==> config.mk <==
export PLATFORM = sky130hd
export DESIGN_NAME = mux_arbiter
export DESIGN_NICKNAME = d
export VERILOG_FILES = /design/src/rtl/mux_arbiter.sv
export SDC_FILE = /design/constraint.sdc
export NUM_CORES = 1
export LEC_CHECK = 0
export ABC_AREA = 0
export CORE_MARGIN = 2
export CORE_UTILIZATION = 30
export CTS_CLUSTER_DIAMETER = 150
export CTS_CLUSTER_SIZE = 40
export DETAILED_ROUTE_END_ITERATION = 6
export HOLD_SLACK_MARGIN = 0.1
export SYNTH_ARGS = -nofsm -noshare
export SYNTH_HDL_FRONTEND = slang
export SYNTH_SLANG_ARGS = --single-unit
==> constraint.sdc <==
create_clock -name clk -period 2.4 [get_ports clk]
set_input_delay 0.24 -clock clk [delete_from_list [all_inputs] [get_ports clk]]
set_output_delay 0.24 -clock clk [all_outputs]
set_load 0.1 [all_outputs]
==> src/rtl/mux_arbiter.sv <==
// mux_arbiter
//   Round-robin arbiter and sequencer for an N-way select tree (N = 2**switch_bits).
//   One requester at a time is granted. The arbiter drives the mux select and a
//   one-hot grant. It captures the mux output into one output register with a
//   valid/ready handshake. A grant lasts until the requester flags its last beat,
//   until max_burst beats have been taken, or until it drops its request.
//
// Parameters
//   switch_bits : select width, must be >= 1
//   data_width  : width of mux_IN / data_OUT
//   max_burst   : beats per grant before forced rotation, 1..255
//
// Ports
//   clk       : clock, rising edge
//   rst       : asynchronous active-low reset, released synchronously by the system
//   req_IN    : per-requester request, held while the requester has beats
//   last_IN   : per-requester last-beat flag, only the granted bit is looked at
//   mux_IN    : output of the mux tree, whose select is sel_OUT
//   ready_IN  : downstream takes data_OUT this cycle
//   sel_OUT   : registered mux select
//   gnt_OUT   : registered one-hot grant, or all zero
//   data_OUT  : captured beat
//   valid_OUT : data_OUT holds a beat that has not been consumed yet
module mux_arbiter #(
  parameter int switch_bits = 2,
  parameter int data_width  = 8,
  parameter int max_burst   = 4
) (
  input  logic                          clk,
  input  logic                          rst,
  input  logic [(1<<switch_bits)-1:0]   req_IN,
  input  logic [(1<<switch_bits)-1:0]   last_IN,
  input  logic [data_width-1:0]         mux_IN,
  input  logic                          ready_IN,
  output logic [switch_bits-1:0]        sel_OUT,
  output logic [(1<<switch_bits)-1:0]   gnt_OUT,
  output logic [data_width-1:0]         data_OUT,
  output logic                          valid_OUT
);

  localparam int N = 1 << switch_bits;
  localparam logic [7:0] MAX_BURST_C = 8'(max_burst);

  typedef enum logic {IDLE, BUSY} state_t;

  state_t                 state;
  logic [switch_bits-1:0] last_grant;
  logic [7:0]             beat_cnt;

  logic                   req_sel;
  logic                   last_sel;
  logic                   accept;
  logic                   burst_done;
  logic [switch_bits-1:0] winner;

  // Round-robin pick. The scan starts one past the previous winner. The index
  // wraps naturally because it is switch_bits wide and N is a power of two.
  // The previous winner is looked at last, so it has the lowest priority.
  function automatic logic [switch_bits-1:0] rr_pick(
    input logic [N-1:0]           req,
    input logic [switch_bits-1:0] prev
  );
    logic [switch_bits-1:0] idx;
    logic                   found;
    rr_pick = prev;
    found   = 1'b0;
    for (int i = 1; i <= N; i++) begin
      idx = prev + switch_bits'(i);
      if (!found && req[idx]) begin
        rr_pick = idx;
        found   = 1'b1;
      end
    end
  endfunction

  function automatic logic [N-1:0] onehot(input logic [switch_bits-1:0] idx);
    onehot      = '0;
    onehot[idx] = 1'b1;
  endfunction

  always_comb begin
    req_sel    = req_IN[sel_OUT];
    last_sel   = last_IN[sel_OUT];
    // A beat moves when the granted requester still requests and the output
    // register is free, or is being drained in the same cycle.
    accept     = (state == BUSY) && req_sel && (!valid_OUT || ready_IN);
    burst_done = (beat_cnt + 8'd1) == MAX_BURST_C;
    winner     = rr_pick(req_IN, last_grant);
  end

  always_ff @(posedge clk or negedge rst) begin
    if (!rst) begin
      state      <= IDLE;
      last_grant <= switch_bits'(N - 1);
      beat_cnt   <= 8'd0;
      sel_OUT    <= '0;
      gnt_OUT    <= '0;
      data_OUT   <= '0;
      valid_OUT  <= 1'b0;
    end else begin
      case (state)
        IDLE: begin
          // Nothing is accepted while idle, so a pending beat only drains.
          if (valid_OUT && ready_IN) valid_OUT <= 1'b0;
          if (|req_IN) begin
            sel_OUT  <= winner;
            gnt_OUT  <= onehot(winner);
            beat_cnt <= 8'd0;
            state    <= BUSY;
          end else begin
            gnt_OUT  <= '0;
          end
        end

        BUSY: begin
          if (accept) begin
            data_OUT  <= mux_IN;
            valid_OUT <= 1'b1;
            beat_cnt  <= beat_cnt + 8'd1;
            if (last_sel || burst_done) begin
              state      <= IDLE;
              gnt_OUT    <= '0;
              last_grant <= sel_OUT;
            end
          end else begin
            if (valid_OUT && ready_IN) valid_OUT <= 1'b0;
            // Abandon: the granted requester dropped its request. Rotation
            // still moves past it so it does not win again straight away.
            if (!req_sel) begin
              state      <= IDLE;
              gnt_OUT    <= '0;
              last_grant <= sel_OUT;
            end
          end
        end

        default: state <= IDLE;
      endcase
    end
  end

endmodule

==> impl_metrics.json, run 1 <==
{
  "final_nets": 200,
  "yosysSeqAreaShare_pct": 43.1,
  "arrival_ps": 2200,
  "cts_buffer_depth": 2,
  "crit_fanout": 8,
  "grt_use_total_pct": 13.5,
  "fp-row-count": 25,
  "slew-limit-headroom_pct": 65.4,
  "areaGrowthSynthToFinish_pct": 26.5,
  "fmax_ghz": 0.496,
  "path_class": "reg2reg",
  "drv_slew": 0,
  "syn-instance-count": 147,
  "cpMaxStageDelayCell": "dfrtp_1",
  "synth_top_area_cell": "dfrtp_1",
  "synthArstFlopShare_pct": 100,
  "placed_cells": 241,
  "htree_levels": 1,
  "r2r_cells": 6,
  "root_buffer": "clkbuf_8",
  "cap_violations": 0,
  "firstDrtPassIters": 4,
  "cts_setup_buffers": 0,
  "synthesis.nets": 168,
  "crit_family": "compound AO/OA/AOI/OAI gates",
  "design.core.area_sq_um": 4790,
  "port_buffers": 33,
  "overflow": 0,
  "ys_ff_latch": 26,
  "tns_ps": 0,
  "finalHoldViolations": 0,
  "cts_sinks": 26,
  "ant_nets": 0,
  "r2r_setup_slack_ps": 390,
  "cts_tree": "built",
  "antenna_cells": 0,
  "vias": 1282,
  "cts.repair.resized": 0,
  "rr_startpoint": "beat_cnt[0]",
  "status": "finished clean",
  "synth_top_cell_area_share_pct": 39.6,
  "place.gp.congestion": 0.837,
  "cts.clk_slew.worst_paths_ps": 90,
  "clk_latency_ps": 270,
  "post-route-min-period_ps": 2010,
  "cts_made_buffers": 3,
  "ios": 34,
  "syn_area_sq_um": 1520,
  "totalWireLength_um": 3520,
  "dieArea_sq_um": 5640,
  "antenna_found_initial": 0,
  "start_util_pct": 31.7,
  "drt-initial-drc-count": 115,
  "synth.area.top_cells": "dfrtp_1 40%, mux2_4 7.9%, nand2_1 3.7%",
  "rr_endpoint": "last_grant[1]",
  "drcViolationCount": 0,
  "postSynthAreaPerCell_sq_um": 10.3,
  "post-route-period-util_pct": 83.9,
  "place_hpwl_um": 2610,
  "grt_pass1_wl_um": 5830,
  "rsz0062_at_grt": "false",
  "hp-class": "in2async",
  "via_per_inst": 5.23,
  "hold_ws_ps": 331,
  "max_stage_delay_ps": 480,
  "critical_path_buf_inv_count": 0,
  "stdcell_count": 245,
  "finalSetupViolCount": 0,
  "first_global_vias": 1222,
  "tightest_slew_ps": 518,
  "required_ps": 2590,
  "grt_max_degree": 27,
  "layout-drive-gt1-share_pct": 21.9,
  "wl_per_cell_um": 14.4,
  "fp.dieW_um": 75.1,
  "synth_edf_count": 0,
  "crit_chain": "ha_1 -> nand3_1 -> o21ai_1 -> o211ai_2 -> or2_1 -> o211ai_1",
  "cp-start-kind": "flip-flop",
  "cts_hold_buf": 0,
  "end_kind": "flip-flop",
  "yosys.cell_types.count": 44,
  "synthFlopType": "dfrtp_1",
  "die_y_um": 75.1,
  "clock-skew-final_ps": 2.59,
  "fin_util_pct": 40.1,
  "yosysWarnings": 0
}
==> metrics by stage <==
step	instance area [sq um]	worst slack (ps)
after floorplan	1520	172
after detailed placement	1860	198
final	1920	386
after CTS	1920	410
after global routing	1920	243
after global placement	1860	286
==> cells by family (layout without fill, tap and decap cells) <==
family	after synthesis	in the layout	share of synthesized area (%)
and+or+nand+nor	59	59	22.1
AOI/OAI and AO/OA	38	38	17.3
DFF	26	26	43.1
muxes	11	11	11.6
buffers and inverters	9	40	3.06
adders and majority gates	2	2	1.65
xor gates and xnor gates	2	2	1.16
==> how the worst max path moves through the flow <==
stage | startpoint | end | depth (start not counted)
5_1_grt | beat_cnt[0] | last_grant[1] | 6
4_1_cts | beat_cnt[0] | last_grant[0] | 6
3_3_place_gp | req_IN[3] | beat_cnt[4] | 6
6_report | beat_cnt[0] | last_grant[1] | 6
2_1_floorplan | sel_OUT[0] | gnt_OUT[0] | 4
3_5_place_dp | req_IN[3] | beat_cnt[5] | 6
==> state kept, by name (all words and copies together), names as in the netlist <==
name        count
gnt_OUT         4
data_OUT        8
valid_OUT       1
state           1
last_grant      2
beat_cnt        8
sel_OUT         2
==> area by class of cell <==
class | instances | area (sq um)
sequential | 26 | 654
inverter | 2 | 7.51
multi-input combinational | 112 | 816
clock buffer | 4 | 55.1
fill | 473 | 2870
timing repair buffer | 34 | 300
tap | 67 | 83.8
==> placed cells by master, fill, tap and decap left out, drive strengths merged, types with 3 or more instances in the layout <==
master          n
o31ai           3
nand2b          6
nand4           5
dfrtp          24
o21ai          10
nand2          15
o211ai          8
clkdlybuf4s50  18
or2             3
clkbuf          4
nand3          11
mux2            8
a21oi           4
nor2            5
buf            16
nor2b           3
==> synth_stat cells, drive strengths merged (3+ instances only) <==
cell     n
nand4    5
mux2     8
nand2   15
nand3   11
buf      3
nor2b    3
or2      3
o211ai   8
o31ai    3
o21ai   10
a21oi    4
dfrtp   24
nand2b   6
nor2     5
clkbuf   4
==> routing by layer <==
layer  global-route usage, %  share of wire (%)
met1                    17.3                 43
met2                    23.1                 50
met3                    2.41                5.5
met4                    4.17               0.97
met5                       0                  0
Power of run 1 is not shown: default switching activity piles up to over one toggle a cycle in this logic, so the estimate is an artifact.
==> run 2, diff against run 1 <==
==> constraint.sdc (replaced) <==
create_clock -name clk -period 2 [get_ports clk]
set_input_delay 0.2 -clock clk [delete_from_list [all_inputs] [get_ports clk]]
set_output_delay 0.2 -clock clk [all_outputs]
set_load 0.1 [all_outputs]
==> impl_metrics.json, run 2 (same netlist as run 1, synthesis figures left out) <==
{
  "status": "finished clean",
  "final_common_cell": "buf_4",
  "arrival_ps": 2120,
  "final_cell_mix": "27 x buf_4, 21 x dfrtp_1, 18 x clkdlybuf4s50_1",
  "first_global_vias": 1315,
  "cts.repair.resized": 0,
  "drcViolationCount": 0,
  "via_per_inst": 5.27,
  "design.core.area_sq_um": 4790,
  "r2r_setup_slack_ps": 80,
  "cts_tree": "built",
  "cts_buffer_depth": 2,
  "root_buffer": "clkbuf_8",
  "layout-drive-gt1-share_pct": 28.6,
  "rr_endpoint": "last_grant[1]",
  "fp-row-count": 25,
  "grt_pass1_wl_um": 5820,
  "post-route-min-period_ps": 1920,
  "firstDrtPassIters": 4,
  "finalSetupViolCount": 0,
  "antenna_cells": 0,
  "tightest_slew_ps": 376,
  "cts_made_buffers": 3,
  "crit_chain": "ha_1 -> nor4b_2 -> o211ai_2 -> or2_1 -> o211ai_1",
  "antenna_found_initial": 0,
  "final_nets": 211,
  "clock-skew-final_ps": 2.63,
  "cts_hold_buf": 0,
  "rsz0062_at_grt": "false",
  "drv_slew": 0,
  "r2r_cells": 5,
  "multi_input_area_sq_um": 825,
  "cap_violations": 0,
  "port_buffers": 33,
  "clk_latency_ps": 270,
  "finalHoldViolations": 0,
  "place_hpwl_um": 2670,
  "cts_setup_buffers": 0,
  "slew-limit-headroom_pct": 74.9,
  "path_class": "reg2reg",
  "grt_max_degree": 27,
  "grt_use_total_pct": 13.5,
  "start_util_pct": 31.7,
  "die_y_um": 75.1,
  "fp.dieW_um": 75.1,
  "fmax_ghz": 0.520,
  "end_kind": "flip-flop",
  "dieArea_sq_um": 5640,
  "crit_fanout": 7,
  "cpMaxStageDelayCell": "dfrtp_2",
  "reg_top3": "beat_cnt x8, data_OUT x8, gnt_OUT x4",
  "max_stage_delay_ps": 460,
  "cts_sinks": 26,
  "hp-class": "in2async",
  "cp-start-kind": "flip-flop",
  "cts.clk_slew.worst_paths_ps": 90,
  "ant_nets": 0,
  "wl_per_cell_um": 14.2,
  "vias": 1349,
  "tns_ps": 0,
  "place.gp.congestion": 0.865,
  "rr_startpoint": "beat_cnt[1]",
  "required_ps": 2190,
  "areaGrowthSynthToFinish_pct": 32.9,
  "ios": 34,
  "fillCellCount": 470,
  "post-route-period-util_pct": 96.1,
  "htree_levels": 1,
  "totalWireLength_um": 3630,
  "regArea_sq_um": 659,
  "drt-initial-drc-count": 96,
  "overflow": 0
}
==> run 2: cell types whose count changed in the layout (fill, tap and decap cells not counted) <==
cell / change
dfrtp_1: -2
o21ai_2: +1
o21ai_1: -1
dfrtp_4: +1
nand3_2: +1
dfrtp_2: +1
buf_4: +11
nand3_1: -1
==> run 2: how the worst max path moves through the flow <==
stage | start | end | cells after the start
floorplan | valid_OUT | data_OUT[0] | 4
global placement | req_IN[3] | beat_cnt[4] | 6
detailed placement | req_IN[3] | beat_cnt[4] | 6
CTS | beat_cnt[1] | last_grant[0] | 6
global route | sel_OUT[1] | beat_cnt[4] | 5
finish | beat_cnt[1] | last_grant[1] | 5
==> run 2: per-layer routing <==
metal,up-vias,global-route usage (%),part of all wire (%)
met5,-,0,0
li1,632,-,-
met4,0,4.96,2.9
met2,60,24.2,49
met1,649,15.4,42
met3,8,3.48,6.1
==> run 2: final cells by class <==
| type | instances | share of cell area (%) |
|---|---|---|
| well taps | 67 | 4.16 |
| inverters | 2 | 0.373 |
| repair buffers | 45 | 19.0 |
| multi-input cells | 112 | 41.0 |
| flip-flops and latches | 26 | 32.8 |
| clock buffers | 4 | 2.73 |
==> run 2: critical path: cells and delay by family (launching register included) <==
family	cells	cell delay (ps)
AO/OA/AOI/OAI	2	410
adder cells (fa/ha/maj)	1	260
flip-flops	1	460
AND/OR/NAND/NOR	2	710
==> run 2: metrics by stage <==
step / worst slack [ps] / hold slack (ps) / util (%) / std cells / instance area (sq um)
4_1_cts: 104 / 308 / 41.9 / 256 / 2000
3_5_place_dp: 17.3 / 495 / 40.7 / 252 / 1950
2_1_floorplan: 1.26 / -95.6 / - / 147 / 1520
6_report: 78.4 / 297 / 42.1 / 256 / 2010
5_1_grt: 6.78 / 314 / 42.1 / 256 / 2010
3_3_place_gp: 97.9 / 496 / 40.7 / 252 / 1950
Power of run 2 is left out for the same reason.
==> run 3, diff against run 2 <==
--- a/config.mk
+++ b/config.mk
@@ -5,7 +5,7 @@
 export SDC_FILE = /design/constraint.sdc
 export NUM_CORES = 1
 export LEC_CHECK = 0
-export ABC_AREA = 0
+export ABC_AREA = 1
 export CORE_MARGIN = 2
 export CORE_UTILIZATION = 30
 export CTS_CLUSTER_DIAMETER = 150
==> impl_metrics.json, run 3 <==
{
  "vias": 1488,
  "antenna_found_initial": 0,
  "regArea_sq_um": 653,
  "antenna_cells": 0,
  "totalWireLength_um": 3510,
  "reg_top3": "beat_cnt x8, data_OUT x8, gnt_OUT x4",
  "cp-start-kind": "flip-flop",
  "cap_violations": 0,
  "yosys.cell_types.count": 25,
  "clk_latency_ps": 270,
  "fillCellCount": 575,
  "yosysWarnings": 0,
  "synth_top_cell_area_share_pct": 38.1,
  "startpoint": "beat_cnt[1]",
  "synth_top_area_cell": "dfrtp_1",
  "root_buffer": "clkbuf_8",
  "max_stage_delay_ps": 410,
  "start_util_pct": 31.0,
  "cts_made_buffers": 3,
  "syn-instance-count": 221,
  "post-route-period-util_pct": 82.9,
  "slew-limit-headroom_pct": 78.2,
  "multi_input_area_sq_um": 811,
  "cts_tree": "built",
  "fp-row-count": 26,
  "critical_path_buf_inv_count": 0,
  "cts_buffer_depth": 2,
  "syn_area_sq_um": 1580,
  "arrival_ps": 1830,
  "ios": 34,
  "cts.repair.resized": 0,
  "endpoint": "gnt_OUT[3]",
  "cts.clk_slew.worst_paths_ps": 90,
  "grt_use_total_pct": 13.0,
  "required_ps": 2170,
  "status": "finished clean",
  "drcViolationCount": 0,
  "ys_ff_latch": 26,
  "netlist_top_cells_count": "98 x nand2_1, 24 x dfrtp_1, 19 x inv_1",
  "end_kind": "flip-flop",
  "wl_per_cell_um": 10.7,
  "htree_levels": 1,
  "grt_max_degree": 27,
  "final_cell_mix": "98 x nand2_1, 24 x dfrtp_1, 20 x buf_4",
  "rsz0062_at_grt": "false",
  "drv_slew": 0,
  "via_per_inst": 4.52,
  "design.core.area_sq_um": 5070,
  "ant_nets": 0,
  "hold_ws_ps": 279,
  "crit_fanout": 5,
  "place_hpwl_um": 2690,
  "first_global_vias": 1371,
  "place.gp.congestion": 0.797,
  "drt-initial-drc-count": 52,
  "rr_startpoint": "beat_cnt[1]",
  "cpMaxStageDelayCell": "dfrtp_1",
  "r2r_setup_slack_ps": 340,
  "synthFlopType": "dfrtp_1",
  "fp.dieW_um": 76.5,
  "critical_path_cell_count": 10,
  "firstDrtPassIters": 5,
  "cts_sinks": 26,
  "final_common_cell": "nand2_1",
  "hp-class": "in2async",
  "path_class": "reg2reg",
  "cts_setup_buffers": 0,
  "postSynthAreaPerCell_sq_um": 7.13,
  "synthesis.nets": 242,
  "crit_family": "simple AND/OR/NAND/NOR gates",
  "r2r_cells": 10,
  "dieArea_sq_um": 5850,
  "synthArstFlopShare_pct": 100,
  "overflow": 0,
  "port_buffers": 33,
  "cp_common_cell": "nand2_1",
  "crit_chain": "ha_1 -> nand3_1 -> o21ai_0 -> nand2_1 -> nor2_1 -> nand2_1 -> nand2_2 -> nand2_2 -> nand2_1 -> nand2_1",
  "layout-drive-gt1-share_pct": 19.3,
  "tightest_slew_ps": 327,
  "yosysSeqAreaShare_pct": 41.5,
  "rr_endpoint": "gnt_OUT[3]",
  "post-synth-top-count-cell": "nand2_1",
  "fmax_ghz": 0.603,
  "post-route-min-period_ps": 1660,
  "grt_pass1_wl_um": 6290,
  "die_y_um": 76.5,
  "final_nets": 281,
  "clock-skew-final_ps": 5.69,
  "synth.area.top_cells": "dfrtp_1 38%, nand2_1 23%, nand3_1 5.1%",
  "cts_hold_buf": 0,
  "areaGrowthSynthToFinish_pct": 27.6,
  "finalSetupViolCount": 0,
  "tns_ps": 0,
  "synth_edf_count": 0,
  "finalHoldViolations": 0
}
run 3: cell type report:
type                            count  area share (%)
Multi-Input combinational cell    169            40.3
Sequential cell                    26            32.5
Inverter                           22            4.11
Timing Repair Buffer               38            16.4
Tap cell                           70            4.36
Clock buffer                        4            2.24
run 3: per-layer routing:
layer	vias up	wire length, um	GRT usage (%)
met3	5	91	1.90
met2	23	1530	19.8
li1	775	-	-
met4	0	74	6.00
met5	-	0	0
met1	685	1810	18.2
run 3: logic make-up (layout without fill, tap and decap cells):
group           count (synthesis)  count (layout)  synth area share [%]
buf+inv                        26              64                  7.07
fa+ha+maj                       2               2                  1.59
compound gates                 21              21                  8.26
simple gates                  146             146                  41.6
flops                          26              26                  41.5
run 3: worst min path at each step:
stage                startpoint     endpoint  slack [ps]  cells past startpoint
CTS                         rst  data_OUT[7]         300                      2
detailed placement   gnt_OUT[1]   gnt_OUT[1]         470                      2
global placement    data_OUT[5]  data_OUT[5]         470                      2
global route                rst  beat_cnt[0]         330                      2
finish                      rst  data_OUT[5]         280                      2
floorplan                   rst  beat_cnt[0]        -100                      0
run 3: per-stage QoR:
step / std cells / instance area [sq um] / setup slack (ps) / utilization, %
floorplan: 221 / 1580 / 7.25 / -
global placement: 325 / 1960 / 228 / 38.7
detailed placement: 325 / 1960 / 202 / 38.7
CTS: 329 / 2010 / 326 / 39.6
global route: 329 / 2010 / 117 / 39.6
finish: 329 / 2010 / 342 / 39.6
Power of run 3 is left out for the same reason.
